## src/rtl/spi_frame_sequencer.sv

```systemverilog
// SPI frame sequencer: feeds a SPI master from a TX FIFO, collects its received
// words into an RX FIFO and frames each transfer with a fixed post-frame idle gap.
module spi_frame_sequencer #(
  parameter int unsigned SPI_DATA_WIDTH = 8,
  parameter int unsigned FIFO_DEPTH     = 16,
  parameter int unsigned LEN_WIDTH      = 8,
  parameter int unsigned GAP_CYCLES     = 8
) (
  input  logic                      clkIn,
  input  logic                      rstIn,
  input  logic                      startIn,
  input  logic [LEN_WIDTH-1:0]      lenIn,
  output logic                      busyOut,
  output logic                      doneOut,
  input  logic                      txWrEnIn,
  input  logic [SPI_DATA_WIDTH-1:0] txDataIn,
  output logic                      txFullOut,
  input  logic                      rxRdEnIn,
  output logic [SPI_DATA_WIDTH-1:0] rxDataOut,
  output logic                      rxEmptyOut,
  output logic                      txUnderrunOut,
  output logic                      rxOverflowOut,
  input  logic                      clrFlagsIn,
  output logic                      spiEnOut,
  output logic [SPI_DATA_WIDTH-1:0] spiDataOut,
  input  logic                      spiValidIn,
  input  logic [SPI_DATA_WIDTH-1:0] spiDataIn
);

  localparam int unsigned AW = $clog2(FIFO_DEPTH);
  localparam int unsigned CW = AW + 1;
  localparam int unsigned GW = (GAP_CYCLES > 1) ? $clog2(GAP_CYCLES) : 1;

  typedef enum logic [1:0] {StIdle, StRun, StGap} stateE;
  stateE stateQ, stateD;

  logic [LEN_WIDTH-1:0]      remainingQ;
  logic [GW-1:0]             gapCntQ;
  logic                      capStrobeQ, capLastQ;

  logic [SPI_DATA_WIDTH-1:0] txMem [FIFO_DEPTH];
  logic [AW-1:0]             txWrPtrQ, txRdPtrQ;
  logic [CW-1:0]             txCntQ;
  logic [SPI_DATA_WIDTH-1:0] rxMem [FIFO_DEPTH];
  logic [AW-1:0]             rxWrPtrQ, rxRdPtrQ;
  logic [CW-1:0]             rxCntQ;

  logic startAcc, wordDone, txPop, txPopOk, txPush, txEmpty, txFull;
  logic rxPush, rxPopOk, rxFull, rxEmpty, lastCapture, gapEnd, enStop;

  assign startAcc    = (stateQ == StIdle) && startIn && (lenIn != '0);
  // Valids only count while words are still owed in the current frame.
  assign wordDone    = (stateQ == StRun) && spiValidIn && (remainingQ != '0);
  assign txPop       = startAcc || (wordDone && (remainingQ > LEN_WIDTH'(1)));
  assign lastCapture = capStrobeQ && capLastQ;
  assign gapEnd      = (stateQ == StGap) && (gapCntQ == '0);
  // Drop enable once the master is committed to the final word.
  assign enStop      = (remainingQ <= LEN_WIDTH'(1)) ||
                       (wordDone && (remainingQ == LEN_WIDTH'(2)));

  assign txEmpty     = (txCntQ == '0);
  assign txFull      = (txCntQ == CW'(FIFO_DEPTH));
  assign txPopOk     = txPop && !txEmpty;
  assign txPush      = txWrEnIn && (!txFull || txPopOk);
  assign rxEmpty     = (rxCntQ == '0);
  assign rxFull      = (rxCntQ == CW'(FIFO_DEPTH));
  assign rxPopOk     = rxRdEnIn && !rxEmpty;
  assign rxPush      = capStrobeQ && (!rxFull || rxPopOk);

  assign txFullOut   = txFull;
  assign rxEmptyOut  = rxEmpty;
  assign rxDataOut   = rxEmpty ? '0 : rxMem[rxRdPtrQ];

  // FSM state register.
  always_ff @(posedge clkIn or posedge rstIn) begin
    if (rstIn) stateQ <= StIdle;
    else       stateQ <= stateD;
  end

  // FSM next-state logic.
  always_comb begin
    stateD = stateQ;
    unique case (stateQ)
      StIdle:  if (startAcc)    stateD = StRun;
      StRun:   if (lastCapture) stateD = StGap;
      StGap:   if (gapEnd)      stateD = StIdle;
      default:                  stateD = StIdle;
    endcase
  end

  // FSM outputs.
  always_comb begin
    busyOut = (stateQ != StIdle);
    doneOut = lastCapture;
  end

  // Frame counters, SPI handshake and capture pipeline.
  always_ff @(posedge clkIn or posedge rstIn) begin
    if (rstIn) begin
      remainingQ <= '0;
      gapCntQ    <= '0;
      capStrobeQ <= 1'b0;
      capLastQ   <= 1'b0;
      spiEnOut   <= 1'b0;
      spiDataOut <= '0;
    end else begin
      if (startAcc)      remainingQ <= lenIn;
      else if (wordDone) remainingQ <= remainingQ - LEN_WIDTH'(1);
      if (lastCapture)                     gapCntQ <= GW'(GAP_CYCLES - 1);
      else if (stateQ == StGap && !gapEnd) gapCntQ <= gapCntQ - GW'(1);
      capStrobeQ <= wordDone;
      capLastQ   <= wordDone && (remainingQ == LEN_WIDTH'(1));
      if (startAcc)                         spiEnOut <= 1'b1;
      else if (stateQ != StRun || enStop)   spiEnOut <= 1'b0;
      if (txPop) spiDataOut <= txEmpty ? '0 : txMem[txRdPtrQ];
    end
  end

  // Sticky error flags; a same-cycle set beats the clear.
  always_ff @(posedge clkIn or posedge rstIn) begin
    if (rstIn) begin
      txUnderrunOut <= 1'b0;
      rxOverflowOut <= 1'b0;
    end else begin
      txUnderrunOut <= (txPop && txEmpty) || (txUnderrunOut && !clrFlagsIn);
      rxOverflowOut <= (capStrobeQ && !rxPush) || (rxOverflowOut && !clrFlagsIn);
    end
  end

  // TX FIFO pointers and occupancy.
  always_ff @(posedge clkIn or posedge rstIn) begin
    if (rstIn) begin
      txWrPtrQ <= '0;
      txRdPtrQ <= '0;
      txCntQ   <= '0;
    end else begin
      if (txPush)  txWrPtrQ <= txWrPtrQ + AW'(1);
      if (txPopOk) txRdPtrQ <= txRdPtrQ + AW'(1);
      txCntQ <= txCntQ + CW'(txPush) - CW'(txPopOk);
    end
  end

  // TX FIFO storage.
  always_ff @(posedge clkIn) begin
    if (txPush) txMem[txWrPtrQ] <= txDataIn;
  end

  // RX FIFO pointers and occupancy.
  always_ff @(posedge clkIn or posedge rstIn) begin
    if (rstIn) begin
      rxWrPtrQ <= '0;
      rxRdPtrQ <= '0;
      rxCntQ   <= '0;
    end else begin
      if (rxPush)  rxWrPtrQ <= rxWrPtrQ + AW'(1);
      if (rxPopOk) rxRdPtrQ <= rxRdPtrQ + AW'(1);
      rxCntQ <= rxCntQ + CW'(rxPush) - CW'(rxPopOk);
    end
  end

  // RX FIFO storage.
  always_ff @(posedge clkIn) begin
    if (rxPush) rxMem[rxWrPtrQ] <= spiDataIn;
  end

endmodule

```

## config.mk

```make
export PLATFORM = sky130hd
export DESIGN_NAME = spi_frame_sequencer
export DESIGN_NICKNAME = d
export VERILOG_FILES = /design/src/rtl/spi_frame_sequencer.sv
export SDC_FILE = /design/constraint.sdc
export NUM_CORES = 1
export LEC_CHECK = 0
export CAP_MARGIN = 20
export CORE_MARGIN = 4
export CORE_UTILIZATION = 35
export CTS_CLUSTER_SIZE = 28
export DETAILED_ROUTE_END_ITERATION = 12
export REMOVE_ABC_BUFFERS = 1
export SLEW_MARGIN = 25
export SYNTH_ARGS = -nofsm -noshare
export SYNTH_HDL_FRONTEND = slang
export SYNTH_SLANG_ARGS = --single-unit
```

## constraint.sdc

```tcl
create_clock -name clkIn -period 2.7 [get_ports clkIn]
set_input_delay 0.405 -clock clkIn [delete_from_list [all_inputs] [get_ports clkIn]]
set_output_delay 0.405 -clock clkIn [all_outputs]
set_load 0.02 [all_outputs]
```

Word level (Yosys, flattened, before mapping)
Memory sizes are Yosys's and may differ from the RTL's.
Index checks and enable logic that the tools add are counted.

storage, ports and cells
  register bits after elaboration = 52
  bits in writable memories = 256
  input bits = 31
  output and inout bits = 23
  logic and storage cells = 98
  memories kept = 2

memories
  name   depth  bits a word  rd ports  clocked after Yosys merged registers in  wr ports  line  source
  rxMem  16     8            1         0                                        1         44    logic [SPI_DATA_WIDTH-1:0] rxMem [FIFO_DEPTH];
  txMem  16     8            1         0                                        1         41    logic [SPI_DATA_WIDTH-1:0] txMem [FIFO_DEPTH];

operators by class
  add/sub/neg operators = 10
  order comparisons = 2
  eq/ne operators = 10
  multiplexer cells = 16
  reductions and logical operators = 43

operator list
  kind                 count
  $mux 8               4
  $logic_and 1x1->1    18
  $add 4x1->4 const B  4
  $reduce_bool 8->1    2
  $add 5x1->5          2
  $eq 5x5->1 const B   2
  $logic_not 5->1      2
  $sub 5x1->5          2
  $eq 8x1->1 const B   1
  $eq 8x2->1 const B   1
  $gt 8x1->1 const B   1
  $le 8x1->1 const B   1
  $reduce_bool 2->1    4
  $sub 8x1->8 const B  1
  $logic_not 1->1      7
  $logic_or 1x1->1     7
  $mux 1               6
  $mux 2               3
  $mux 3               2
  $ne 2x2->1 const B   3
  $pmux 2 s3           1
  $logic_not 3->1      1
  $reduce_and 3->1     1
  $sub 3x1->3 const B  1
  other kinds (4)      4

Logic depth before layout (Yosys ltp)
  depth in word-level cells = 10
  gate-level depth with buffers = 13
  gate-level depth less buffers = 12

Worst setup path before layout
OpenSTA, ideal clock, no wires.

  path kind = input port to flip-flop
  start = in lenIn[4]
  end = reg txCntQ[4]
  library setup time = 0.123 ns
  arrival time = 2.786 ns
  required time = 2.577 ns
  setup slack = -0.209 ns
  stages = 11
  path through = or4_4 o211a_4 buf_6 o21ai_0 nand3_1 ha_1 fa_1 a21oi_1 nor2_1 nor2_1 xnor2_1

between the ends
  word-level cells in the longest chain between the ends = 8

RTL lines
  item                  line  source
  start, declared       12    input logic [LEN_WIDTH-1:0] lenIn,
  $reduce_bool 8->1 *   51    assign startAcc = (stateQ == StIdle) && startIn && (lenIn != '0);
  $logic_and 1x1->1 *   51
  $logic_or 1x1->1 *    54    assign txPop = startAcc || (wordDone && (remainingQ > LEN_WIDTH'(1)));
  $logic_and 1x1->1 *   63    assign txPopOk = txPop && !txEmpty;
  $logic_or 1x1->1      64    assign txPush = txWrEnIn && (!txFull || txPopOk);
  $logic_and 1x1->1     64
  $add 5x1->5           139   txCntQ <= txCntQ + CW'(txPush) - CW'(txPopOk);
  $sub 5x1->5 *         139
  end signal, assigned  139
  end, declared         43    logic [CW-1:0] txCntQ;

Mark *: on every way between the ends. The rest lies on a longest branch, timed or not.
A chain may end at the register's enable or synchronous reset.

Worst setup path in the final report
  start = reg rxRdPtrQ[0]
  end = out rxDataOut[4]

between the ends
  word-level cells in the longest chain between the ends = 2

RTL lines
  item                    line  source
  start, declared         45    logic [AW-1:0] rxWrPtrQ, rxRdPtrQ;
  start signal, assigned  156   if (rxPopOk) rxRdPtrQ <= rxRdPtrQ + AW'(1);
  $mem_v2 16x8            --
  $mux 8                  72    assign rxDataOut = rxEmpty ? '0 : rxMem[rxRdPtrQ];
  end, declared           19    output logic [SPI_DATA_WIDTH-1:0] rxDataOut,

No other way between the ends.

==> out/qor.yml <==
status:
  status: "finished with violations"
  violations: "negative setup slack"
routing:
  via_per_inst: 5.00
  vias: 6596
  drcViolationCount: 0
  initialDrtViolationCount: 393
  wirelength_um: 24600
  first_pass_iters: 4
  ant_nets: 0
  routedWlPerCell_um: 18.7
global_routing:
  use_met1: 0.182
  busiest_layer: "met2"
  antenna_found_initial: 0
  overflow: 0
  grt_pass1_vias: 6921
  track_usage: 0.129
  groute.layer.met3.usage: 0.0256
  met2_usage: 0.207
  grt_max_degree: 28
  grt_pass1_wl_um: 39600
hold_path:
  hp-class: "in -> async"
worst_setup_path:
  cp_max_fo: 6
  required_ns: 2.30
  regToRegStartpoint: "remainingQ[0]"
  crit_path_end: "rxDataOut[4]"
  r2r_cells: 12
  r2r_slack_ns: 0.22
  crit_start: "rxRdPtrQ[0]"
  crit_arrival_ns: 2.57
  end_kind: "output pin"
  worstReg2RegEnd: "txCntQ[4]"
  critPathLaunchType: "flip-flop"
  critPathKind: "reg -> out"
synth:
  synth_flop_cell: "edfxtp_1"
  yosysSeqAreaShare: 0.707
  yosys.cell_types.count: 61
  synth_edf_count: 256
  synth.top_cell.area_share: 0.605
  synth.area.top_cells: "edfxtp_1, mux4_2, dfrtp_1"
  synth_most_common_cell: "edfxtp_1"
  yosysWarnings: 0
  yosysTopAreaCell: "edfxtp_1"
  postSynth.asyncResetShare: 0.169
  synthTopCellsByCount: "edfxtp_1, mux4_2, dfrtp_1"
  avgSynthCellArea_um2: 18.4
  syn_area_um2: 12700
  syn_inst: 690
  synth_seq_cells: 308
die:
  die_x_um: 199
  core_um2: 35700
  rows: 69
  start_util: 0.356
  pin_count: 54
  chipHeight_um: 199
  die-area_um2: 39400
cells_and_area:
  utilization: 0.443
  final_area_um2: 15800
  synthToLayoutAreaGrowth_pct: 24.4
  fin_nets: 892
  drive_gt1_frac: 0.296
  antenna_cells: 0
sta:
  skew_ns: 0.0246
  min_period_ns: 2.97
  relSlewSlack: 0.539
  rsz0062_at_grt: "yes"
  drv_slew: 0
  setup_ws_ns: -0.273
  period_share: 1.10
  max_slew.worst_pin.slew_ns: 0.692
  fmax_ghz: 0.336
  whs_ns: 0.222
  setup_viol: 8
  setup_tns_ns: -1.87
  hold_violations: 0
power:
  p_sw_frac: 0.304
  vdd_drop_max_mv: 0.589
  clkPwrFrac: 0.270
  pwr-share-comb: 0.349
  p_leak_nw: 5.55
  p_int_mw: 11.8
  switching_power_mw: 5.15
  power_frac_seq: 0.382
  p_per_area_nw_per_um2: 1070
cts:
  root_buffer: "clkbuf_16"
  cts_max_path_buffers: 3
  clkTransAtPathRegs_ns: 0.06
  cts_sinks: 308
  cts_inserted_buffers: 35
  cts_htree_levels: 2
  clk_latency_ns: 0.52
  cts_tree: "built"
  cts_hold_buf: 0
placement:
  gp_congestion: 0.728
  place_area_um2: 14500
  dp_hpwl_um: 16300
  port_buffers: 53
flow_run:
  maxCapViolCount: 0
[power by group through the flow]
| stage | clock network [mW] | registers, mW | logic, mW |
|---|---|---|---|
| 2_1_floorplan | 0 | 6.80 | 3.22 |
| 3_3_place_gp | 0 | 6.52 | 5.58 |
| 3_5_place_dp | 0 | 6.54 | 5.64 |
| 4_1_cts | 4.71 | 6.47 | 5.97 |
| 5_1_grt | 4.90 | 6.56 | 6.48 |
| 6_report | 4.57 | 6.46 | 5.91 |
[layout make-up]
| type | instances | area (µm²) |
|---|---|---|
| clock buffer | 44 | 961 |
| clock inverter | 18 | 164 |
| fill | 3099 | 19900 |
| inverter | 26 | 97.6 |
| multi-input combinational | 326 | 3570 |
| sequential | 308 | 8990 |
| tap | 461 | 577 |
| timing repair buffer | 137 | 1440 |
[registers in the layout (all words and copies together), names as in the netlist]
register	cells
capLastQ	1
capStrobeQ	1
gapCntQ	3
remainingQ	8
rxCntQ	5
rxMem	128
rxOverflowOut	1
rxRdPtrQ	4
rxWrPtrQ	4
spiDataOut	8
spiEnOut	1
stateQ	2
txCntQ	5
txMem	128
txRdPtrQ	4
txUnderrunOut	1
txWrPtrQ	4
[worst max-delay path: stages (launching register included)]
cell	delay [ns]
dfrtp_2	0.47
buf_4	0.15
buf_12	0.12
mux4_2	0.53
mux4_2	0.48
nor2b_4	0.15
buf_6	0.13
[cell families (layout without fill, tap and decap cells)]
family / after synthesis / count (layout) / share of synthesized area
flops: 308 / 308 / 0.707
simple gates: 135 / 135 / 0.0562
mux: 75 / 75 / 0.130
compound gates: 68 / 68 / 0.0444
buf+inv: 56 / 225 / 0.0194
fa+ha+maj: 27 / 27 / 0.0278
xor+xnor: 21 / 21 / 0.0145
[repair_timing]
action,in CTS,in global routing
gates resized for setup,56,14
gates cloned,4,0
buffers inserted,3,2
endpoints found under the setup margin,10,18
[cells in the final DEF (no fill, tap or decap), types with 3 or more instances in the layout]
master,count
a21oi_1,4
a221o_1,3
a22o_1,8
a22oi_1,16
buf_12,19
buf_4,62
buf_6,8
clkbuf_1,5
clkbuf_16,36
clkbuf_8,3
clkdlybuf4s50_1,43
clkinv_1,3
clkinv_2,7
dfrtp_1,50
edfxtp_1,256
ha_1,25
inv_1,25
mux4_2,72
nand2_1,36
nand2b_1,9
nand3_1,4
nand4_1,3
nor2_1,26
nor2b_1,6
nor2b_4,6
nor3_1,20
nor3_2,5
o211ai_1,7
o21ai_0,8
xnor2_1,16
xor2_1,5
[routing by layer]
metal	vias up	share of wire
met5	-	0
met4	0	0.016
met3	33	0.041
met2	120	0.48
met1	3395	0.46
li1	3048	-
[worst min-delay path by stage]
stage | start | end | depth (start not counted)
global route | rstIn | gapCntQ[0] | 2
global placement | txWrPtrQ[2] | txWrPtrQ[2] | 1
CTS | rstIn | gapCntQ[0] | 2
finish | rstIn | gapCntQ[0] | 2
floorplan | txWrPtrQ[2] | txWrPtrQ[2] | 1
detailed placement | txWrPtrQ[2] | txWrPtrQ[2] | 1
[metrics by stage]
| stage | setup WS, ns | cells | power (mW) |
|---|---|---|---|
| after CTS | -0.350 | 1320 | 17.1 |
| after global placement | -0.395 | 1251 | 12.1 |
| after detailed placement | -0.453 | 1251 | 12.2 |
| after global routing | -0.343 | 1320 | 17.9 |
| final | -0.273 | 1320 | 16.9 |
| after floorplan | -0.848 | 660 | 10.0 |
Note: power is estimated with default switching activity, not from simulation.
